==> src/rtl/reg_arbiter.sv <==
// Register bank shared between an SPI port (never stalled) and a core port (req/gnt handshake).
module reg_arbiter #(
    parameter int unsigned ADDR_W = 3,
    parameter int unsigned REG_W  = 8
) (
    input  logic                          clk,
    input  logic                          rstb,
    input  logic                          ena,
    input  logic [ADDR_W-1:0]             spi_addr,
    input  logic [REG_W-1:0]              spi_wdata,
    input  logic                          spi_wr,
    output logic [REG_W-1:0]              spi_rdata,
    input  logic                          core_req,
    input  logic                          core_we,
    input  logic [ADDR_W-1:0]             core_addr,
    input  logic [REG_W-1:0]              core_wdata,
    output logic                          core_gnt,
    output logic [REG_W-1:0]              core_rdata,
    input  logic                          clr_stats,
    output logic [7:0]                    stall_cnt,
    output logic [REG_W*(2**ADDR_W)-1:0]  regs_o
);

    localparam int unsigned DEPTH    = 2**ADDR_W;
    localparam int unsigned CNT_W    = 8;
    localparam logic [CNT_W-1:0] CNT_MAX = '1;

    typedef enum logic {
        IDLE = 1'b0,
        ACK  = 1'b1
    } state_t;

    state_t           state_q;
    state_t           state_d;
    logic             core_acc_c;
    logic             stall_c;
    logic [REG_W-1:0] regs_q [DEPTH];

    // State register
    always_ff @(posedge clk or negedge rstb) begin
        if (!rstb) begin
            state_q <= IDLE;
        end else begin
            state_q <= state_d;
        end
    end

    // Next state: SPI wins over the core in IDLE; ACK lasts exactly one enabled cycle
    always_comb begin
        state_d    = state_q;
        core_acc_c = 1'b0;
        stall_c    = 1'b0;
        case (state_q)
            IDLE: begin
                if (ena && core_req) begin
                    if (spi_wr) begin
                        stall_c = 1'b1;
                    end else begin
                        core_acc_c = 1'b1;
                        state_d    = ACK;
                    end
                end
            end
            ACK: begin
                if (ena) begin
                    state_d = IDLE;
                end
            end
            default: state_d = IDLE;
        endcase
    end

    // Grant is the ACK state itself, suppressed while the block is disabled
    assign core_gnt = (state_q == ACK) && ena;

    // Register bank: a core access only happens when no SPI write is present
    always_ff @(posedge clk or negedge rstb) begin
        if (!rstb) begin
            for (int unsigned i = 0; i < DEPTH; i++) begin
                regs_q[i] <= '0;
            end
        end else if (ena) begin
            if (spi_wr) begin
                regs_q[spi_addr] <= spi_wdata;
            end else if (core_acc_c && core_we) begin
                regs_q[core_addr] <= core_wdata;
            end
        end
    end

    // Read-data capture; both read the pre-edge bank contents
    always_ff @(posedge clk or negedge rstb) begin
        if (!rstb) begin
            spi_rdata  <= '0;
            core_rdata <= '0;
        end else if (ena) begin
            spi_rdata <= regs_q[spi_addr];
            if (core_acc_c && !core_we) begin
                core_rdata <= regs_q[core_addr];
            end
        end
    end

    // Saturating stall counter; clear beats increment
    always_ff @(posedge clk or negedge rstb) begin
        if (!rstb) begin
            stall_cnt <= '0;
        end else if (ena) begin
            if (clr_stats) begin
                stall_cnt <= '0;
            end else if (stall_c && (stall_cnt != CNT_MAX)) begin
                stall_cnt <= stall_cnt + CNT_W'(1);
            end
        end
    end

    // Flattened bank view
    for (genvar g = 0; g < DEPTH; g++) begin : g_regs_o
        assign regs_o[g*REG_W +: REG_W] = regs_q[g];
    end

endmodule

==> config.mk <==
export PLATFORM = sky130hd
export DESIGN_NAME = reg_arbiter
export DESIGN_NICKNAME = d
export VERILOG_FILES = /design/src/rtl/reg_arbiter.sv
export SDC_FILE = /design/constraint.sdc
export NUM_CORES = 1
export LEC_CHECK = 0
export ABC_CLOCK_PERIOD_IN_PS = 3600
export CAP_MARGIN = 40
export CORE_MARGIN = 4
export CORE_UTILIZATION = 54
export CTS_CLUSTER_SIZE = 8
export DETAILED_ROUTE_END_ITERATION = 8
export PLACE_DENSITY = 0.84
export RECOVER_POWER = 100
export SYNTH_ARGS = -nofsm -noshare
export SYNTH_HDL_FRONTEND = slang
export SYNTH_SLANG_ARGS = --single-unit
==> constraint.sdc <==
create_clock -name clk -period 3.6 [get_ports clk]
set_input_delay 0.54 -clock clk [delete_from_list [all_inputs] [get_ports clk]]
set_output_delay 0.54 -clock clk [all_outputs]
set_load 0.005 [all_outputs]
# == Word-level counts from Yosys, hierarchy flattened ==
# Cells that the tools add are included.
# op_classes
order_cmp,4
bitwise,3
n_addsub,1
n_eq_ne,1
div_mod_pow,0
n_shift,0
n_mul,0
mux,24
reduce_logical,13
# ops
op,count
$bwmux 64,2
$mux 64,2
$mux 8,8
$bmux 8 s3,2
$demux 8 s3,2
$add 8x1->8 const B,1
$ge 4x4->1 const B,2
$lt 4x1->1 const B,2
$ne 8x8->1 const B,1
$not 3->4,2
$logic_and 1x1->1,7
$mux 1,7
$reduce_and 2->1,3
$reduce_bool 2->1,2
$pmux 1 s2,1
$logic_not 1->1,1
$not 1->1,1
# word_totals
output_inout_bits,89
word_cells,58
in_bits,29
ff_bits,89
mem_bits_ro,0
ramBits,0
latch_bits,0
n_memories,0

# == Longest topological paths before layout ==
# Gate-level depths: netlist of the first run.
# logic_depth
ltp_word,8
ltp_mapped,7
mapped_depth_nobuf,5

# == Least setup slack after synthesis of the first run ==
# OpenSTA, ideal clock, no wires.
# synth_timing
path_kind,input to register
start,input spi_wr
end,"register regs_q, in the netlist regs_o[34]"
path_slack_ps,1764
t_required_ps,3467
path_stages,7
arrival_time_ps,1702
cell_sequence,buf_6 > buf_6 > nor4b_4 > o221ai_2 > buf_6 > nand2_1 > o21ai_1
# synth_via
elab_chain_cells,6
word_cells_on_any_way,7
classes_between,mux: 4; reduce/logical: 3
# synth_rtl
item,line,text
start: declaration,11,"input logic spi_wr,"
$mux 1,56,if (spi_wr) begin
$mux 1,55,if (ena && core_req) begin
$mux 1,53,case (state_q)
$logic_and 1x1->1,85,end else if (core_acc_c && core_we) begin
$reduce_bool 2->1 (no source line),--,
$reduce_and 2->1 (no source line),--,
end signal: indexed assignment,84,regs_q[spi_addr] <= spi_wdata;
end signal: indexed assignment,86,regs_q[core_addr] <= core_wdata;
end: declaration,37,logic [REG_W-1:0] regs_q [DEPTH];
# Several ways; a longest one is shown, not always the timed one.
# A chain may end at the register's enable or synchronous reset.

# == Worst setup path after layout of the first run ==
# layout_timing
start,input spi_wr
end,"register regs_q, in the netlist regs_o[31]"
# The elaborated chain is that of the path after synthesis.

==> results of run 1 <==
[state kept, by name, summed over array words and instances, names as in the netlist]
name,flops
core_rdata,8
stall_cnt,8
regs_o,64
spi_rdata,8
state_q,1
[layer usage]
layer	vias up	routed length, um	GRT usage
li1	2322	-	-
met1	2565	6663	0.3935
met2	388	8425	0.4877
met3	87	1637	0.04973
met4	0	869	0.1273
met5	-	0	0
[power breakdown]
| group | internal [mW] | switching, mW | total, mW |
|---|---|---|---|
| combinational | 0.271 | 0.272 | 0.543 |
| clock | 0.464 | 0.372 | 0.836 |
| sequential | 1.09 | 0.108 | 1.20 |
| total | 1.83 | 0.751 | 2.58 |
[synthesized netlist by cell type, types with 5 or more instances]
cell,instances
a21oi_1,16
a22oi_1,73
a31oi_1,8
and2_1,10
and4b_1,5
buf_1,19
buf_2,27
buf_6,9
clkbuf_1,5
dfrtp_1,89
mux2i_1,20
mux4_2,11
nand2_1,76
nand3_1,9
nand3b_1,7
nor2_1,19
nor2b_1,6
nor4bb_1,5
o21ai_1,64
o21ai_2,6
o221ai_2,8
[worst max-delay path, delay by kind of cell]
kind / cells / cell delay, ns
AO/OA/AOI/OAI: 2 / 1.19
AND/OR/NAND/NOR: 1 / 0.10
buffers and inverters: 3 / 1.29
[cell usage in the layout (no fill, tap or decap), drive strengths merged, types with 6 or more instances in the layout]
master / n
a22oi: 73
nor2b: 6
nand3: 9
nor2: 19
o21ai: 74
dlygate4sd3: 94
mux4: 11
clkdlybuf4s50: 22
clkbuf: 16
a31oi: 8
dfrtp: 89
a21oi: 16
nand3b: 7
mux2i: 20
and2: 11
buf: 13
o221ai: 8
nand2: 76
[cell families after synthesis]
family,count (synthesis),share of synthesized area
DFF,89,0.4026
muxes,35,0.08912
adders and majority gates,1,0.002262
xor gates and xnor gates,2,0.003167
AOI/OAI and AO/OA,209,0.2626
buffers and inverters,66,0.06446
and+or+nand+nor,169,0.1758
[worst paths after layout]
check | startpoint | end | cells after the start
max in group asynchronous | rstb | stall_cnt[6] | 3
setup / recovery | spi_wr | regs_o[31] | 6
min in group clk | spi_rdata[5] | spi_rdata[5] | 1
hold reg to reg | spi_rdata[5] | spi_rdata[5] | 1
hold / removal | rstb | regs_o[1] | 1
setup reg to reg | state_q | regs_o[31] | 3
[stage by stage]
stage	util	worst slack (ns)	power [mW]	std cells	instance area [um^2]
2_1_floorplan	-	1.764	1.471	571	5532
3_3_place_gp	0.6757	0.6868	1.783	776	6665
3_5_place_dp	0.6785	0.6500	1.810	777	6693
4_1_cts	0.7029	1.020	2.627	793	6934
5_1_grt	0.6919	0.4341	2.679	793	6825
6_report	0.6919	0.6514	2.577	793	6825
[area by class of cell]
cell class,count,share of cell area
multi-input combinational,416,0.4238
timing repair buffer,135,0.1879
inverter,4,0.002200
clock inverter,6,0.01668
tap,133,0.02438
clock buffer,10,0.01870
sequential,89,0.3263
==> impl_metrics.tcl, run 1 <==
set metrics [dict create \
    yosysSeqAreaShare 0.4026 \
    drt_iter0_drc 487 \
    route.vias.total 5362 \
    viasPerCell 6.762 \
    period_needed_ns 2.949 \
    core_area_mm2 0.009864 \
    netlist_instances 571 \
    fp.dieArea_mm2 0.01193 \
    multi_input_area_mm2 0.002893 \
    cpMostUsedCell "buf_4" \
    die-height_um 109.2 \
    fp-row-count 36 \
    nFillCells 775 \
    synth_nets 601 \
    hp-class "input pin to asynchronous set/reset pin" \
    cts-resized-gates 0 \
    synthDistinctLibCells 60 \
    grt_pass1_wl_mm 27.49 \
    power_density_mw_per_mm2 377.6 \
    p_leak_nw 2.819 \
    post_cts_buffers 0 \
    numPortBuffers 117 \
    tns_ns 0 \
    htree_levels 3 \
    rsz0062_at_grt "false" \
    final_nets 685 \
    antenna_cells 0 \
    clk_latency_ns 0.37 \
    yosys_warnings 0 \
    r2r_slack_ns 1.45 \
    period_share 0.8191 \
    first_pass_iters 7 \
    holdWs_ns 0.2243 \
    synth.top_cell.area_share 0.4026 \
    die_w_um 109.2 \
    crit_slowest_cell "o221ai_1" \
    slew_viol_final 61 \
    netlist_area_mm2 0.005532 \
    cts.clk_slew.worst_paths_ns 0.10 \
    yosys.area.top_type "dfrtp_1" \
    ff_latch_area_mm2 0.002227 \
    hold_buffers 0 \
    ant_nets 0 \
    drt-total-wl_mm 17.60 \
    ios 118 \
    drc 0 \
    initial_core_util 0.5608 \
    max_stage_delay_ns 0.96 \
    hold_violations 0 \
    ys.flop_type "dfrtp_1" \
    crit_chain "dlygate4sd3_1 > buf_4 > nor4bb_1 > buf_4 > o221ai_1 > o21ai_0" \
    wl_per_cell_um 22.19 \
    cts_sinks 89 \
    ys_top_cells_by_area "dfrtp_1, a22oi_1, o21ai_1" \
    numCtsBuffers 9 \
    startpoint_type "input pin" \
    required_ns 3.79 \
    clock-root-buffer "clkbuf_8" \
    maxSlewHeadroom -0.01073 \
    synth-edff-count 0 \
    cts_tree "built" \
    grt_start_max_net_pins 61 \
    place_congestion 0.9651 \
    grt_usage 0.2984 \
    cp.arrival_ns 3.14 \
    ys_ff_latch 89 \
    worstSetupEndpointType "register" \
    cts_buffer_depth 2 \
    synthToLayoutAreaGrowth_pct 23.39 \
    avgSynthCellArea_um2 9.687 \
    finalSetupViolCount 0 \
    clock_skew_ns 0.01437 \
    status "finished with violations" \
    drive_gt1_frac 0.08939 \
    worst_pin_slew_ns 1.516 \
    criticalPathCategory "input pin to register" \
    vdd_drop_max_mv 0.3113 \
    grt_pass1_vias 5065 \
    antenna_found_initial 0 \
    async_reset_ff_frac 1.000 \
    maxCapViolations 1 \
    dp_hpwl_mm 13.09 \
    violations "max-capacitance violations, max-slew violations" \
    grt_overflow 0 \
    worstPathMaxFanout 27 \
    fmax_mhz 339.1 \
]
(Power assumes the default switching activity.)
==> run 2: changes to the inputs <==
Settings changed: ABC_CLOCK_PERIOD_IN_PS 3600 to 2800, CORE_UTILIZATION 54 to 52, PLACE_DENSITY 0.84 to 0.81.
Clock period 3.6 ns to 2.8 ns, I/O delays scaled along.
==> run 2 against run 1 <==
  * The run now ends clean
  * Setup slack worse by 0.25 ns
  * Power increased by 23%
  * Global-route usage shrank 0.30 points
  * Clock skew fell by 0.0046 ns
  * Register-to-register slack got worse by 0.82 ns
  * Wire length up 4.4%
  * Sequential share of layout area down 0.52 points
  * Combinational power grew 34%
  * Highest routed layer unchanged
==> impl_metrics.tcl, run 2 (synthesized netlist as in run 1, its figures left out) <==
set metrics [dict create \
    fp.dieArea_mm2 0.01235 \
    wl_met2_mm 9.043 \
    viasPerCell 6.602 \
    antenna_found_initial 0 \
    drt-total-wl_mm 18.37 \
    final_cell_area_mm2 0.006935 \
    grt_pass1_vias 5131 \
    postPlaceCellArea_mm2 0.006809 \
    routedLengthMet1_mm 7.242 \
    hold_violations 0 \
    vdd_drop_max_mv 0.2195 \
    cts_buffer_depth 2 \
    grt_overflow 0 \
    grt_pass1_wl_mm 28.97 \
    switching_share 0.3135 \
    initial_core_util 0.5358 \
    synthToLayoutAreaGrowth_pct 25.38 \
    ant_nets 0 \
    maxSlewHeadroom 0.05898 \
    power_frac_clock 0.289 \
    drt_iter0_drc 449 \
    routed-wl-met3_mm 1.526 \
    fmax_mhz 416.1 \
    numPortBuffers 117 \
    fin_ws_ns 0.3969 \
    cp.arrival_ns 2.63 \
    startpoint_type "input pin" \
    cts-resized-gates 0 \
    multi_input_area_mm2 0.002908 \
    p_leak_nw 2.895 \
    post-route-util 0.6718 \
    cts_sinks 89 \
    core_area_mm2 0.01032 \
    finalSetupViolCount 0 \
    status "finished, final reports clean" \
    largest_reg_flops 64 \
    first_pass_iters 5 \
    hold_buffers 0 \
    maxCapViolations 0 \
    hp-class "input pin to asynchronous set/reset pin" \
    tns_ns 0 \
    internal-power_mw 2.182 \
    routed.top_layer "met4" \
    final_nets 696 \
    ff_latch_area_mm2 0.002227 \
    wl_per_cell_um 22.79 \
    worst_pin_slew_ns 1.412 \
    route.vias.total 5321 \
    slew_viol_final 0 \
    worstPathMaxFanout 16 \
    clk_latency_ns 0.38 \
    ios 118 \
    clock-root-buffer "clkbuf_8" \
    clock_skew_ns 0.009794 \
    pre_cts_slack_ns 0.2625 \
    cts.clk_slew.worst_paths_ns 0.09 \
    drive_gt1_frac 0.1060 \
    die_w_um 111.1 \
    power_density_mw_per_mm2 458.3 \
    htree_levels 3 \
    grt_start_max_net_pins 55 \
    power_frac_comb 0.228 \
    mostFrequentLayoutCell "dlygate4sd3_1" \
    cts_tree "built" \
    antenna_cells 0 \
    die-height_um 111.1 \
    drc 0 \
    dp_hpwl_mm 13.52 \
    criticalPathCategory "input pin to register" \
    rsz0062_at_grt "false" \
    final_cell_mix "dlygate4sd3_1, dfrtp_1, nand2_1" \
    post_cts_buffers 0 \
    total_power_mw 3.179 \
    power.switching_uw 996.6 \
    fp-row-count 37 \
    worstSetupEndpointType "register" \
    period_needed_ns 2.403 \
    seq_power_share 0.483 \
    period_share 0.8582 \
    numCtsBuffers 9 \
    grt_usage 0.2954 \
    place_congestion 0.8885 \
    nFillCells 878 \
    required_ns 3.02 \
]
[run 2: power groups by stage]
| stage | clock (mW) | sequential, mW | combinational, mW |
|---|---|---|---|
| after floorplan | 0 | 1.53 | 0.362 |
| after global placement | 0 | 1.56 | 0.761 |
| after detailed placement | 0 | 1.56 | 0.784 |
| after CTS | 0.919 | 1.54 | 0.786 |
| after global routing | 0.969 | 1.55 | 0.788 |
| final | 0.918 | 1.54 | 0.725 |
[run 2: final cells by class]
| type | instances | area share |
|---|---|---|
| well taps | 136 | 0.02454 |
| multi-input cells | 416 | 0.4193 |
| repair buffers | 146 | 0.2053 |
| clock inverters | 6 | 0.009742 |
| flip-flops and latches | 89 | 0.3211 |
| inverters | 4 | 0.002165 |
| clock buffers | 9 | 0.01786 |
[run 2: path summary, 6_finish.rpt]
check / start / to / slack, ns / cells past startpoint
min reg2reg: core_rdata[2] / core_rdata[2] / 0.49 / 1
max reg2reg: state_q / regs_o[36] / 0.63 / 3
max in group asynchronous: rstb / regs_o[48] / 0.77 / 2
max: spi_addr[2] / regs_o[8] / 0.40 / 7
min: rstb / regs_o[13] / 0.37 / 1
min in group clk: core_rdata[2] / core_rdata[2] / 0.49 / 1
[run 2: stage by stage]
step	instances	hold slack, ns
finish	806	0.3701
global route	806	0.4745
CTS	806	0.1231
detailed placement	791	0.4787
global placement	791	0.4785
floorplan	571	0.1244
[run 2: critical path: stages]
cell	delay [ns]
clkdlybuf4s50_1	0.57
clkbuf_1	0.56
buf_4	0.35
nor2_1	0.12
and2_1	0.29
a22oi_1	0.18
o21ai_0	0.12
[run 2: per-layer routing]
metal	vias to the layer above	GRT usage
li1	2337	-
met1	2632	0.3940
met2	307	0.4806
met3	45	0.04148
met4	0	0.1306
met5	-	0
